## src/rtl/pipe_pkg.sv

```systemverilog
// Shared definitions for the pipeline stage register: state encoding,
// per-stage NOP control words and control-field widths.
package pipe_pkg;

    localparam logic [1:0] ST_EMPTY     = 2'd0;
    localparam logic [1:0] ST_FULL      = 2'd1;
    localparam logic [1:0] ST_SKID_FULL = 2'd2;

    typedef enum logic [1:0] {
        S_EMPTY     = ST_EMPTY,
        S_FULL      = ST_FULL,
        S_SKID_FULL = ST_SKID_FULL
    } state_t;

    // Control-word field widths shared by all stages
    localparam int CTRL_W_DEF    = 32;
    localparam int ALU_OP_W      = 5;
    localparam int MEM_OP_W      = 3;
    localparam int WB_SEL_W      = 2;
    localparam int RD_ADDR_W     = 5;

    // A NOP is "no register write, no memory access"; encodings differ per stage
    localparam logic [CTRL_W_DEF-1:0] IF_ID_NOP  = 32'h0000_0013;
    localparam logic [CTRL_W_DEF-1:0] ID_EX_NOP  = 32'h0000_00A5;
    localparam logic [CTRL_W_DEF-1:0] EX_MEM_NOP = 32'h0000_0000;
    localparam logic [CTRL_W_DEF-1:0] MEM_WB_NOP = 32'h0000_0000;

endpackage

```

## src/rtl/pipe_stage_reg_skid.sv

```systemverilog
// Single holding slot (valid + control + payload) used as the skid entry
// of a pipeline stage; clear wins over load.
module pipe_skid_slot #(
    parameter int                 DATA_W   = 256,
    parameter int                 CTRL_W   = 32,
    parameter logic [CTRL_W-1:0]  CTRL_NOP = '0
) (
    input  logic              clk,
    input  logic              rst_n,
    input  logic              load,
    input  logic              clear,
    input  logic [CTRL_W-1:0] next_ctrl,
    input  logic [DATA_W-1:0] next_data,
    output logic              valid,
    output logic [CTRL_W-1:0] ctrl,
    output logic [DATA_W-1:0] data
);

    always_ff @(posedge clk) begin
        if (!rst_n || clear) begin
            valid <= 1'b0;
            ctrl  <= CTRL_NOP;
            data  <= '0;
        end else if (load) begin
            valid <= 1'b1;
            ctrl  <= next_ctrl;
            data  <= next_data;
        end
    end

endmodule

```

## src/rtl/pipe_stage_reg.sv

```systemverilog
// Generic pipeline stage register with valid/ready handshake, optional skid
// entry, flush to NOP and a saturating bubble counter.
//
//   state       | meaning
//   ------------+------------------------------------------------------
//   S_EMPTY     | no valid entry; main holds CTRL_NOP / zero payload
//   S_FULL      | main holds a valid entry, skid empty
//   S_SKID_FULL | main and skid both valid; upstream is held off
module pipe_stage_reg
    import pipe_pkg::*;
#(
    parameter int                 DATA_W   = 256,
    parameter int                 CTRL_W   = 32,
    parameter logic [CTRL_W-1:0]  CTRL_NOP = '0,
    parameter int                 SKID     = 1,
    parameter int                 CNT_W    = 32
) (
    input  logic              clk,
    input  logic              rst_n,
    input  logic              flush,
    input  logic              in_valid,
    output logic              in_ready,
    input  logic [CTRL_W-1:0] in_ctrl,
    input  logic [DATA_W-1:0] in_data,
    output logic              out_valid,
    input  logic              out_ready,
    output logic [CTRL_W-1:0] out_ctrl,
    output logic [DATA_W-1:0] out_data,
    input  logic              cnt_clr,
    output logic [CNT_W-1:0]  bubble_cnt
);

    state_t            state;
    state_t            state_nxt;
    logic [CTRL_W-1:0] main_ctrl;
    logic [DATA_W-1:0] main_data;
    logic              main_load;
    logic              main_nop;
    logic              main_from_skid;
    logic              skid_load;
    logic              skid_clr;
    logic              skid_valid;
    logic [CTRL_W-1:0] skid_ctrl;
    logic [DATA_W-1:0] skid_data;

    assign out_valid = (state != S_EMPTY);
    assign out_ctrl  = main_ctrl;
    assign out_data  = main_data;

    generate
        if (SKID != 0) begin : g_skid
            pipe_skid_slot #(
                .DATA_W   (DATA_W),
                .CTRL_W   (CTRL_W),
                .CTRL_NOP (CTRL_NOP)
            ) u_skid (
                .clk       (clk),
                .rst_n     (rst_n),
                .load      (skid_load),
                .clear     (skid_clr),
                .next_ctrl (in_ctrl),
                .next_data (in_data),
                .valid     (skid_valid),
                .ctrl      (skid_ctrl),
                .data      (skid_data)
            );
            // Registered ready: no path from out_ready back to in_ready
            assign in_ready = !skid_valid;
        end else begin : g_no_skid
            logic unused_skid;
            assign unused_skid = skid_load | skid_clr | skid_valid;
            assign skid_valid  = 1'b0;
            assign skid_ctrl   = CTRL_NOP;
            assign skid_data   = '0;
            assign in_ready    = out_ready | !out_valid;
        end
    endgenerate

    always_comb begin
        state_nxt      = state;
        main_load      = 1'b0;
        main_nop       = 1'b0;
        main_from_skid = 1'b0;
        skid_load      = 1'b0;
        skid_clr       = 1'b0;
        if (flush) begin
            state_nxt = S_EMPTY;
            main_nop  = 1'b1;
            skid_clr  = 1'b1;
        end else begin
            case (state)
                S_EMPTY: begin
                    if (in_valid) begin
                        main_load = 1'b1;
                        state_nxt = S_FULL;
                    end
                end
                S_FULL: begin
                    if (out_ready) begin
                        if (in_valid) begin
                            main_load = 1'b1;
                        end else begin
                            main_nop  = 1'b1;
                            state_nxt = S_EMPTY;
                        end
                    end else if (in_valid && SKID != 0) begin
                        skid_load = 1'b1;
                        state_nxt = S_SKID_FULL;
                    end
                end
                S_SKID_FULL: begin
                    if (out_ready) begin
                        main_from_skid = 1'b1;
                        skid_clr       = 1'b1;
                        state_nxt      = S_FULL;
                    end
                end
                default: begin
                    main_nop  = 1'b1;
                    skid_clr  = 1'b1;
                    state_nxt = S_EMPTY;
                end
            endcase
        end
    end

    always_ff @(posedge clk) begin
        if (!rst_n) begin
            state     <= S_EMPTY;
            main_ctrl <= CTRL_NOP;
            main_data <= '0;
        end else begin
            state <= state_nxt;
            if (main_nop) begin
                main_ctrl <= CTRL_NOP;
                main_data <= '0;
            end else if (main_from_skid) begin
                main_ctrl <= skid_ctrl;
                main_data <= skid_data;
            end else if (main_load) begin
                main_ctrl <= in_ctrl;
                main_data <= in_data;
            end
        end
    end

    always_ff @(posedge clk) begin
        if (!rst_n || cnt_clr) begin
            bubble_cnt <= '0;
        end else if (!out_valid && bubble_cnt != {CNT_W{1'b1}}) begin
            bubble_cnt <= bubble_cnt + CNT_W'(1);
        end
    end

endmodule

```

## config.mk

```make
export PLATFORM = sky130hd
export DESIGN_NAME = pipe_stage_reg
export DESIGN_NICKNAME = d
export VERILOG_FILES = /design/src/rtl/pipe_pkg.sv /design/src/rtl/pipe_stage_reg_skid.sv /design/src/rtl/pipe_stage_reg.sv
export SDC_FILE = /design/constraint.sdc
export NUM_CORES = 1
export LEC_CHECK = 0
export BUFFER_PORTS_ARGS = -buffer_cell sky130_fd_sc_hd__buf_2
export CAP_MARGIN = 5
export CORE_AREA = 2 2 241 243
export CTS_BUF_LIST = sky130_fd_sc_hd__clkbuf_4 sky130_fd_sc_hd__clkbuf_8
export DETAILED_ROUTE_END_ITERATION = 16
export DIE_AREA = 0 0 243 245
export MAX_ROUTING_LAYER = met4
export PLACE_DENSITY = 0.66
export SLEW_MARGIN = 40
export SYNTH_ARGS = -nofsm -noshare
export SYNTH_HDL_FRONTEND = slang
export SYNTH_SLANG_ARGS = --single-unit
```

## constraint.sdc

```tcl
create_clock -name clk -period 2.7 [get_ports clk]
set_input_delay 0.27 -clock clk [delete_from_list [all_inputs] [get_ports clk]]
set_output_delay 0.27 -clock clk [all_outputs]
set_load 0.01 [all_outputs]
```

==> run metrics, run 1 <==
run status completed; Static Leak 12.5 nW; number of distinct library cells after synthesis 40; area enclosed by the die boundary 0.0595 mm2; std cell rows 88; crit path buf inv count 0; hold violation count in the final report 0; clock slew seen by the registers of the worst setup and hold paths 0.06 ns; proportion of synthesized chip area in sequential cells 0.512; transition time of the tightest slew-check pin 0.674 ns; length in cells of the worst reg-to-reg path 5; RSZ-0062 raised after global routing false; peak clock frequency supported by timing between 400 and 500 MHz; I/O Buffers 615; deepest level of the CTS H-tree 3; cell area after synthesis 0.0239 mm2; Horiz. Die Dim between 200 and 250 um; wire length of the first global-routing pass about 120000 um; post-DR wirelength/cell 16.8 um; EDFF count, synth 0; biggest area consumer among synthesized cells sky130_fd_sc_hd__dfxtp_1; DR vias/cell 5.05; Num CTS Buffers between 100 and 150; start-to-end type of the worst setup path register to register; most prevalent standard cell on the critical path sky130_fd_sc_hd__or4_1; mean instance size in the synthesized netlist 8.69 um2; Cell Pwr Density 606 mW/mm2; most used standard cells in the synthesized netlist sky130_fd_sc_hd__dfxtp_1 (611), sky130_fd_sc_hd__nand2_1 (594), sky130_fd_sc_hd__nor2_1 (308); via count of the first global-routing pass 21800; Max Cap Violations 0; worst rel slew slack 0.551; gpl congestion 0.846; summed negative setup slack over all endpoints 0 ns; Final Cycle Share 0.873; area added between synthesis and finish 39.3%; final setup fails 0; DRC errors left 0; source of the worst register-to-register timing path bubble_cnt[3]; synthesized instance count 2750; cell breakdown of the critical path nand4_1 > or4_1 > a211o_1 > or4_1 > a21oi_1; antenna violations before repair 14; root buffer cell sky130_fd_sc_hd__clkbuf_8; standard cell area after detailed placement between 0.02 and 0.03 mm2; overall track demand over capacity in global routing 0.249; Worst R2R Setup Slack 0.34 ns; critical path required time around 3.3 ns; initial standard-cell utilization of the core 0.419; 1st-pass router iterations 5; total number of vias 22500; Startpoint Class register; DIE HEIGHT 245 um; Max IR drop VDD 452 uV; buffer depth of the longest clock path 3; top fanout value on the critical path 8; endpoint class of the critical path register; number of top-level pins 616; Net Count, Synth 3045; class of the most critical hold timing path input port to register; ratio of cells with drive above 1 in the final layout 0.240; most common flop cell mapped by yosys sky130_fd_sc_hd__dfxtp_1; largest net degree at the start of global routing 122; final-report max-slew violation count 0; Post-CTS Repair Setup Buffers 0; number of synthesis warnings 0; share of flip-flops with an asynchronous set or reset after synthesis 0; top cells by area in the synthesized netlist sky130_fd_sc_hd__dfxtp_1 (51%), sky130_fd_sc_hd__mux2i_1 (12%), sky130_fd_sc_hd__nand2_1 (9.3%); clock latency on the worst-skew pair 0.73 ns; Iter 0 DRT Violations 1246; time the worst path needs with I/O delays and setup 2.36 ns; cell count of the worst hold path 4; worst-case clock skew ~0.068 ns; placeable core area 0.0570 mm2; Non-Filler Cell Area, Final 0.0333 mm2; Total Wirelength 74900 um; hold-fix buffers at CTS just under 300; Slowest cell on crit path sky130_fd_sc_hd__or4_1; critical path's largest stage delay between 0.6 and 0.7 ns; GRT Residual Overflow 0; detailed-placement wirelength estimate about 48000 um; Detail Route Antenna Nets 0; clock tree from TritonCTS done; delay-heaviest family, CP simple AND/OR/NAND/NOR gates; count of instances resized after the clock tree is built 0; data arrival time of the critical path 2.97 ns; top cell type's share of synthesized area 0.512; total number of clock tree sinks 611; most numerous cell in the Yosys netlist sky130_fd_sc_hd__dfxtp_1; critical register-to-register path endpoint bubble_cnt[31]; #FFs+latches synth 611; startpoint of the most critical hold path rst_n; net total in the final layout about 3900; endpoint with the worst hold slack bubble_cnt[29]
## cell usage in the layout, fill, tap and decap left out, types with 14 or more instances in the layout
master	count
sky130_fd_sc_hd__a211oi_1	292
sky130_fd_sc_hd__a21oi_1	306
sky130_fd_sc_hd__buf_12	32
sky130_fd_sc_hd__buf_2	615
sky130_fd_sc_hd__buf_4	38
sky130_fd_sc_hd__clkbuf_4	35
sky130_fd_sc_hd__clkbuf_8	132
sky130_fd_sc_hd__dfxtp_1	611
sky130_fd_sc_hd__diode_2	14
sky130_fd_sc_hd__dlygate4sd3_1	291
sky130_fd_sc_hd__mux2i_1	289
sky130_fd_sc_hd__nand2_1	592
sky130_fd_sc_hd__nor2_1	308
sky130_fd_sc_hd__o21ai_0	14
## layer usage
layer,vias up,GRT usage,share of wire
li1,11200,-,-
met1,10300,0.284,0.41
met2,710,0.401,0.47
met3,225,0.0621,0.064
met4,0,0.139,0.052
met5,-,-,0
## metrics by stage
| stage | instances | hold WS [ns] | power [W] | utilization | setup slack (ns) |
|---|---|---|---|---|---|
| floorplan | 2750 | 0.346 | 0.0102 | - | 0.284 |
| global placement | 3970 | 0.440 | 0.0109 | 0.491 | 0.357 |
| detailed placement | 3970 | 0.444 | 0.0109 | 0.491 | 0.359 |
| CTS | 4446 | 0.0250 | 0.0204 | 0.583 | 0.347 |
| global route | 4460 | 0.0728 | 0.0210 | 0.584 | 0.165 |
| finish | 4460 | 0.0996 | 0.0202 | 0.584 | 0.342 |
## power breakdown
group,switching (W),internal (W)
logic,0.000976,0.000840
registers,0.0000868,0.00918
clock network,0.00382,0.00526
total,0.00488,0.0153
## flip-flops by register name (all words and copies together), names as in the netlist
signal               cells
g_skid.u_skid.data     256
out_data               256
bubble_cnt              32
g_skid.u_skid.ctrl      32
out_ctrl                32
state                    2
g_skid.u_skid.valid      1
## worst register-to-register path: cells and delay by family (launching register included)
family | cells | cell delay [ns]
flip-flops | 1 | 0.41
AND/OR/NAND/NOR | 3 | 1.35
AO/OA/AOI/OAI | 2 | 0.54
## cells by family (layout without fill, tap and decap cells)
family	after synthesis	count (layout)	synth area share
and+or+nand+nor	972	972	0.160
AOI/OAI and AO/OA	629	629	0.164
DFF	611	611	0.512
muxes	289	289	0.121
buffers and inverters	237	1168	0.0380
xor gates and xnor gates	11	11	0.00403
adders and majority gates	1	1	0.000524
other	0	14	0
## area by class of cell
cell class | instances | area [um2]
sequential | 611 | 12200
fill | 5029 | 23700
tap | 765 | 957
timing repair buffer | 976 | 6920
clock inverter | 18 | 239
clock buffer | 167 | 2080
multi-input combinational | 1902 | 10800
inverter | 7 | 26.3
antenna | 14 | 35.0
## worst max path at each step
stage / end / depth (start not counted) / startpoint
4_1_cts: bubble_cnt[31] / 5 / state[0]
6_report: bubble_cnt[31] / 5 / bubble_cnt[3]
3_3_place_gp: bubble_cnt[27] / 5 / state[1]
3_5_place_dp: bubble_cnt[28] / 5 / state[0]
5_1_grt: bubble_cnt[27] / 5 / bubble_cnt[3]
2_1_floorplan: bubble_cnt[28] / 8 / state[1]
Note: power is estimated with default switching activity, not from simulation.
==> run 2: changes to the inputs <==
--- a/config.mk
+++ b/config.mk
@@ -5,14 +5,15 @@
 export SDC_FILE = /design/constraint.sdc
 export NUM_CORES = 1
 export LEC_CHECK = 0
+export ABC_AREA = 1
 export BUFFER_PORTS_ARGS = -buffer_cell sky130_fd_sc_hd__buf_2
 export CAP_MARGIN = 5
-export CORE_AREA = 2 2 241 243
+export CORE_MARGIN = 2
+export CORE_UTILIZATION = 45
 export CTS_BUF_LIST = sky130_fd_sc_hd__clkbuf_4 sky130_fd_sc_hd__clkbuf_8
 export DETAILED_ROUTE_END_ITERATION = 16
-export DIE_AREA = 0 0 243 245
 export MAX_ROUTING_LAYER = met4
-export PLACE_DENSITY = 0.66
+export PLACE_DENSITY = 0.69
 export SLEW_MARGIN = 40
 export SYNTH_ARGS = -nofsm -noshare
 export SYNTH_HDL_FRONTEND = slang
==> run 2 against run 1 <==
  * Synthesized cell count increased by 27%
  * Die area decreased by 2.4%
  * Area after synthesis increased by 5.8%
  * Worst hold slack got worse by 0.016 ns
  * Critical path depth increased by 3
  * First-iteration DRC count increased by 16%
  * Utilization increased by 3.0 points
  * Clock skew decreased by 0.025 ns
  * Highest routed layer unchanged
==> run metrics, run 2 <==
Max Cap Violations 0 (unchanged); clock slew seen by the registers of the worst setup and hold paths 0.06 ns (about the same); wire length of the first global-routing pass 122000 um (+4.2%); #FFs+latches synth 611 (unchanged); endpoint class of the critical path register; 1st-pass router iterations 6 (+1); endpoint with the worst hold slack bubble_cnt[9]; buffer depth of the longest clock path 3 (unchanged); transition time of the tightest slew-check pin 0.794 ns (+0.120 ns); mean instance size in the synthesized netlist 7.26 um2 (-16%); I/O Buffers 615 (unchanged); antenna violations before repair 15 (+1); Final Cycle Share 0.924 (+0.0504); start-to-end type of the worst setup path input port to register; Net Count, Synth 3780 (+24%); total number of vias 25500 (+13%); most numerous cell in the Yosys netlist sky130_fd_sc_hd__nand2_1; DRC errors left 0 (unchanged); total number of clock tree sinks 611 (unchanged); critical path required time 3.34 ns (+0.03 ns); std cell rows 86 (-2.3%); detailed-placement wirelength estimate 50500 um (+5.5%); data arrival time of the critical path 3.13 ns (+0.16 ns); hold violation count in the final report 0 (unchanged); class of the most critical hold timing path input port to register; RSZ-0062 raised after global routing false; Horiz. Die Dim 241 um (-0.81%); synthesized instance count 3485 (+27%); DR vias/cell 4.97 (-1.6%); length in cells of the worst reg-to-reg path 8 (+3); Worst R2R Setup Slack 0.23 ns (-0.11 ns); critical register-to-register path endpoint state[0]; Compound-Gate Fraction of Synth Area 0.207 (+0.0428); Static Leak 14.1 nW (+13%); startpoint of the most critical hold path cnt_clr; worst-case clock skew 0.0432 ns (-0.0245 ns); EDFF count, synth 0 (unchanged); area enclosed by the die boundary 0.0581 mm2 (-2.4%); clock tree from TritonCTS done; number of synthesis warnings 0 (unchanged); most common flop cell mapped by yosys sky130_fd_sc_hd__dfxtp_1; gpl congestion 0.857 (+1.3%); non-filler cells in the finished layout 5128 (+15%); switching share of total power 0.243 (+0.000571); Iter 0 DRT Violations 1449 (+16%); cell-internal power 0.0147 W (-3.7%); sequential fraction of design power 0.473 (+0.013); Detail Route Antenna Nets 0 (unchanged); placeable core area 0.0553 mm2 (-3.0%); share of flip-flops with an asynchronous set or reset after synthesis 0 (unchanged); top cells by area in the synthesized netlist sky130_fd_sc_hd__dfxtp_1 (48%), sky130_fd_sc_hd__nand2_1 (14%), sky130_fd_sc_hd__a211oi_1 (8.6%); clock latency on the worst-skew pair 0.69 ns (-0.04 ns); post-DR wirelength/cell 15.4 um (-8.1%); run status completed; cell area after synthesis 0.0253 mm2 (+5.8%); Max IR drop VDD 391 uV (-13%); final setup fails 0 (unchanged); number of top-level pins 616 (unchanged); final-report max-slew violation count 0 (unchanged); top fanout value on the critical path 3 (-5); worst slack at placement 0.610 ns (+0.251 ns); most used standard cells in the synthesized netlist sky130_fd_sc_hd__nand2_1 (959), sky130_fd_sc_hd__dfxtp_1 (611), sky130_fd_sc_hd__nor2_1 (375); initial standard-cell utilization of the core 0.457 (+0.0382); area added between synthesis and finish 34.2%; top library cells by usage in the layout, fill and taps aside sky130_fd_sc_hd__nand2_1 (958), sky130_fd_sc_hd__buf_2 (615), sky130_fd_sc_hd__dfxtp_1 (611); Non-Filler Cell Area, Final 0.0339 mm2 (+1.9%); root buffer cell sky130_fd_sc_hd__clkbuf_8; largest net degree at the start of global routing 155 (+27%); ratio of cells with drive above 1 in the final layout 0.197 (-0.0428); utilization after layout 0.614 (+0.0299); via count of the first global-routing pass 23800 (+9.1%); adder and majority cell fraction of the synthesized area 0.000495 (-0.0000288); worst rel slew slack 0.470 (-0.0800); Comb pwr share 0.088 (-0.002); source of the worst register-to-register timing path state[0]; Cell Pwr Density 573 mW/mm2 (-5.5%); Placed Instances 4642 (+17%); time the worst path needs with I/O delays and setup 2.49 ns (+0.136 ns); standard cell area after detailed placement 0.0288 mm2 (+2.8%); Synth Area in XOR/XNOR 0.000693 (-0.00334); summed negative setup slack over all endpoints 0 ns (unchanged); net total in the final layout 4586 (+18%); peak clock frequency supported by timing 401 MHz (-5.5%); number of distinct library cells after synthesis 27 (-33%); fraction of the mapped netlist area in simple logic gates 0.211 (+0.0506); Switching Power 0.00472 W (-3.4%); deepest level of the CTS H-tree 3 (unchanged); cell count of the worst hold path 5 (+1); proportion of synthesized chip area in sequential cells 0.484 (-0.0282); worst-case setup margin in the final layout 0.206 ns (-0.136 ns); overall track demand over capacity in global routing 0.267 (+0.0176); dominant combinational cell family by area after synthesis simple AND/OR/NAND/NOR gates; GRT Residual Overflow 0 (unchanged); share of synthesized area spent on multiplexers 0 (-0.121); Num CTS Buffers 101 (-0.98%); DIE HEIGHT 241 um (-1.6%); commonest non-fill, non-tap cell in the layout sky130_fd_sc_hd__nand2_1; Post-CTS Repair Setup Buffers 0 (unchanged); Total Wirelength 79200 um (+5.6%); top cell type's share of synthesized area 0.484 (-0.0282); biggest area consumer among synthesized cells sky130_fd_sc_hd__dfxtp_1; Startpoint Class input port; first element of the critical path flush; relative contribution of the clock network to total power 0.439 (-0.011)
run 2: cell types whose count changed in the layout (fill, tap and decap cells not counted), sizes merged, moves of 5 or more:
cell    previous run  this run
or3               12         0
xnor2              9         0
nor4               5         0
o21ai             14       290
a21oi            307       317
mux2i            289         0
nand3             12        40
nand2            594       961
nor2             308       378
or4                9         0
inv                9       325
clkbuf           167       162
buf              685       670
run 2: area by class of cell:
cell class,instances,area (um2)
multi-input cells,2292,10600
clock inverters,13,121
fillers,4917,21400
diodes,17,42.5
well taps,748,936
repair buffers,964,6730
flip-flops and latches,611,12200
inverters,321,1210
clock buffers,162,2020
run 2: power by group through the flow:
| stage | Sequential (W) | Combinational (W) | Clock (W) |
|---|---|---|---|
| floorplan | 0.00943 | 0.000676 | 0 |
| global placement | 0.00940 | 0.00131 | 0 |
| detailed placement | 0.00940 | 0.00132 | 0 |
| CTS | 0.00920 | 0.00169 | 0.00870 |
| global route | 0.00921 | 0.00187 | 0.00912 |
| finish | 0.00920 | 0.00170 | 0.00854 |
run 2: cell families (layout without fill, tap and decap cells):
group,Yosys count,after routing
AOI/OAI and AO/OA,897,897
xor gates and xnor gates,2,2
adders and majority gates,1,1
buffers and inverters,582,1460
DFF,611,611
other,0,17
and+or+nand+nor,1392,1392
run 2: timing repair:
action,in CTS,in global routing
hold buffers,294,0
endpoints found under the hold margin,576,0
endpoints found under the setup margin,0,1
resized for setup,0,1
run 2: through the flow:
step	power (W)	hold WS, ns
global placement	0.0107	0.444
floorplan	0.0101	0.434
finish	0.0194	0.0838
CTS	0.0196	0.0191
detailed placement	0.0107	0.446
global route	0.0202	0.0651
run 2: worst max path at each step:
stage / cells after the start / end
finish: 8 / state[0]
floorplan: 9 / bubble_cnt[9]
detailed placement: 9 / bubble_cnt[2]
CTS: 8 / state[0]
global placement: 9 / bubble_cnt[6]
global route: 8 / state[0]
run 2: worst max-delay path, stage by stage:
cell and delay (ns):
sky130_fd_sc_hd__dlygate4sd3_1 0.53, sky130_fd_sc_hd__buf_2 0.13, sky130_fd_sc_hd__nor2_2 0.26, sky130_fd_sc_hd__dlygate4sd3_1 0.64, sky130_fd_sc_hd__nand2_1 0.06, sky130_fd_sc_hd__dlygate4sd3_1 0.56, sky130_fd_sc_hd__a31oi_1 0.13, sky130_fd_sc_hd__dlygate4sd3_1 0.55
run 2: layer usage:
metal / wire (um) / part of all wire / global-route usage
met1: 33200 / 0.42 / 0.320
met2: 37300 / 0.47 / 0.426
met3: 5850 / 0.074 / 0.0709
met4: 2830 / 0.036 / 0.108
met5: 0 / 0 / -
==> run 3: changes to the inputs <==
==> constraint.sdc (replaced) <==
create_clock -name clk -period 2.3 [get_ports clk]
set_input_delay 0.23 -clock clk [delete_from_list [all_inputs] [get_ports clk]]
set_output_delay 0.23 -clock clk [all_outputs]
set_load 0.01 [all_outputs]
==> run 3 against run 2 <==
  * Clock power up 26%
  * Non-clock buffer count up 38
  * Final area up 2.1%
  * Worst setup slack worse by 0.029 ns
  * Global-route usage up 1.1 points
  * Largest power group unchanged
==> run metrics, run 3 (synthesis results as in run 2) <==
RSZ-0062 raised after global routing false; clock tree from TritonCTS done; DRC errors left 0 (unchanged); clock latency on the worst-skew pair 0.70 ns (about the same); start-to-end type of the worst setup path register to register; length in cells of the worst reg-to-reg path 7 (-1); hold violation count in the final report 0 (unchanged); detailed-placement wirelength estimate 53300 um (+5.4%); peak clock frequency supported by timing 471 MHz; transition time of the tightest slew-check pin 0.501 ns (-0.293 ns); Slowest cell on crit path sky130_fd_sc_hd__dlygate4sd3_1; Placed Instances 4679 (+0.80%); count of instances resized after the clock tree is built 0 (unchanged); utilization after layout 0.626 (+0.0126); initial standard-cell utilization of the core 0.457 (unchanged); cell-internal power 0.0180 W (+22%); WL met2 37400 um (+0.42%); cell count of the worst hold path 6 (+1); data arrival time of the critical path 2.72 ns (-0.41 ns); DR top layer met4; area enclosed by the die boundary 0.0581 mm2 (unchanged); final-report max-slew violation count 0 (unchanged); total number of clock tree sinks 611 (unchanged); layout filler cell count 4821 (-2.0%); Iter 0 DRT Violations 1467 (+1.2%); Comb pwr share 0.088 (about the same); ratio of cells with drive above 1 in the final layout 0.206 (+0.00846); root buffer cell sky130_fd_sc_hd__clkbuf_8; area added between synthesis and finish 37.0%; Cell Pwr Density 685 mW/mm2 (+19%); commonest non-fill, non-tap cell in the layout sky130_fd_sc_hd__nand2_1; relative contribution of the clock network to total power 0.456 (+0.017); Num CTS Buffers 103 (+2.0%); Startpoint Class register; critical path's largest stage delay 0.56 ns (-0.08 ns); clock slew seen by the registers of the worst setup and hold paths 0.06 ns (about the same); switching share of total power 0.242 (-0.000811); cell breakdown of the critical path inv_1 > nand2_1 > inv_1 > o21ai_0 > nand2_1 > dlygate4sd3_1 > a31oi_1; time the worst path needs with I/O delays and setup 2.12 ns; class of the most critical hold timing path input port to register; largest net degree at the start of global routing 111 (-28%); DR vias/cell 5.02 (+1.0%); top library cells by usage in the layout, fill and taps aside sky130_fd_sc_hd__nand2_1 (959), sky130_fd_sc_hd__buf_2 (615), sky130_fd_sc_hd__dfxtp_1 (611); placeable core area 0.0553 mm2 (unchanged); Post-CTS Repair Setup Buffers 0 (unchanged); GRT Residual Overflow 0 (unchanged); worst-case clock skew 0.0309 ns (-0.0124 ns); Switching Power 0.00574 W (+22%); flip-flop and latch area 0.0122 mm2 (unchanged); worst-case setup margin in the final layout 0.177 ns (-0.0288 ns); overall track demand over capacity in global routing 0.278 (+0.0115); critical path required time 2.90 ns (-0.44 ns); Detail Route Antenna Nets 0 (unchanged); endpoint class of the critical path register; final setup fails 0 (unchanged); crit path buf inv count 3 (-2); via count of the first global-routing pass 24500 (+3.2%); DIE HEIGHT 241 um (unchanged); Max IR drop VDD 506 uV (+29%); Horiz. Die Dim 241 um (unchanged); non-filler cells in the finished layout 5173 (+0.88%); gpl congestion 0.874 (+2.0%); I/O Buffers 615 (unchanged); total number of vias 26000 (+1.9%); post-DR wirelength/cell 15.7 um (+1.7%); Static Leak 14.5 nW (+2.6%); total met3 wirelength after detailed routing 5900 um (+0.77%); wire length of the first global-routing pass 127000 um (+4.0%); deepest level of the CTS H-tree 3 (unchanged); top fanout value on the critical path 12 (+9); 1st-pass router iterations 5 (-1); run status completed; Final Cycle Share 0.923; Max Cap Violations 0 (unchanged); sequential fraction of design power 0.456 (-0.017); WP depth 7 (-1); std cell rows 86 (unchanged); delay-heaviest family, CP buffers and inverters; antenna violations before repair 11 (-4); number of top-level pins 616 (unchanged); summed negative setup slack over all endpoints 0 ns (unchanged); area of combinational cells with multiple inputs 0.0106 mm2 (about the same); worst rel slew slack 0.665 (+0.195); Total Wirelength 81200 um (+2.6%); met1 wire length 34400 um (+3.5%); buffer depth of the longest clock path 3 (unchanged); worst slack at placement 0.362 ns (-0.248 ns); net total in the final layout 4626 (+0.87%)
run 3: cell types whose count changed in the layout (fill, tap and decap cells not counted), moves of 3 or more:
cell and change:
sky130_fd_sc_hd__buf_4 +20, sky130_fd_sc_hd__clkinv_2 +5, sky130_fd_sc_hd__bufinv_16 +3, sky130_fd_sc_hd__clkbuf_8 +12, sky130_fd_sc_hd__buf_12 +17, sky130_fd_sc_hd__clkbuf_4 -9, sky130_fd_sc_hd__diode_2 -4
run 3: final cells by class:
class | instances | share of cell area
sequential | 611 | 0.353
multi-input combinational | 2292 | 0.307
timing repair buffer | 1002 | 0.209
clock buffer | 165 | 0.0611
inverter | 321 | 0.0350
tap | 748 | 0.0270
clock inverter | 21 | 0.00672
antenna | 13 | 0.000939
run 3: through the flow:
step	total power (W)	instance area [um2]	hold slack [ns]
finish	0.0237	34600	0.199
global route	0.0246	34600	0.201
floorplan	0.0119	25300	0.406
detailed placement	0.0127	29300	0.445
CTS	0.0239	34600	0.113
global placement	0.0127	29300	0.445
run 3: worst paths after layout:
path / start / endpoint / slack (ns)
worst max-delay path: state[0] / state[0] / 0.18
worst min-delay path: rst_n / bubble_cnt[30] / 0.20
worst max register to register: state[0] / state[0] / 0.18
worst min register to register: g_skid.u_skid.data[98] / g_skid.u_skid.data[98] / 0.46
run 3: what timing repair did:
| action | CTS | global route |
|---|---|---|
| setup endpoints to repair | 0 | 0 |
| endpoints found under the hold margin | 600 | 0 |
| hold buffers | 295 | 0 |
run 3: power groups by stage:
stage,clock (W),combinational (W),sequential (W)
final,0.0108,0.00209,0.0108
after global routing,0.0115,0.00229,0.0108
after CTS,0.0110,0.00207,0.0108
after detailed placement,0,0.00165,0.0110
after global placement,0,0.00164,0.0110
after floorplan,0,0.000793,0.0111
run 3: worst reg2reg max path, stage by stage (launching register included):
cell,delay (ns)
sky130_fd_sc_hd__dfxtp_1,0.40
sky130_fd_sc_hd__inv_1,0.06
sky130_fd_sc_hd__nand2_1,0.38
sky130_fd_sc_hd__inv_1,0.25
sky130_fd_sc_hd__o21ai_0,0.20
sky130_fd_sc_hd__nand2_1,0.07
sky130_fd_sc_hd__dlygate4sd3_1,0.56
sky130_fd_sc_hd__a31oi_1,0.14
run 3: per-layer routing:
layer | global-route usage | vias to the layer above
met3 | 0.0623 | 236
li1 | - | 13000
met1 | 0.342 | 11800
met4 | 0.137 | 0
met5 | - | -
met2 | 0.431 | 930
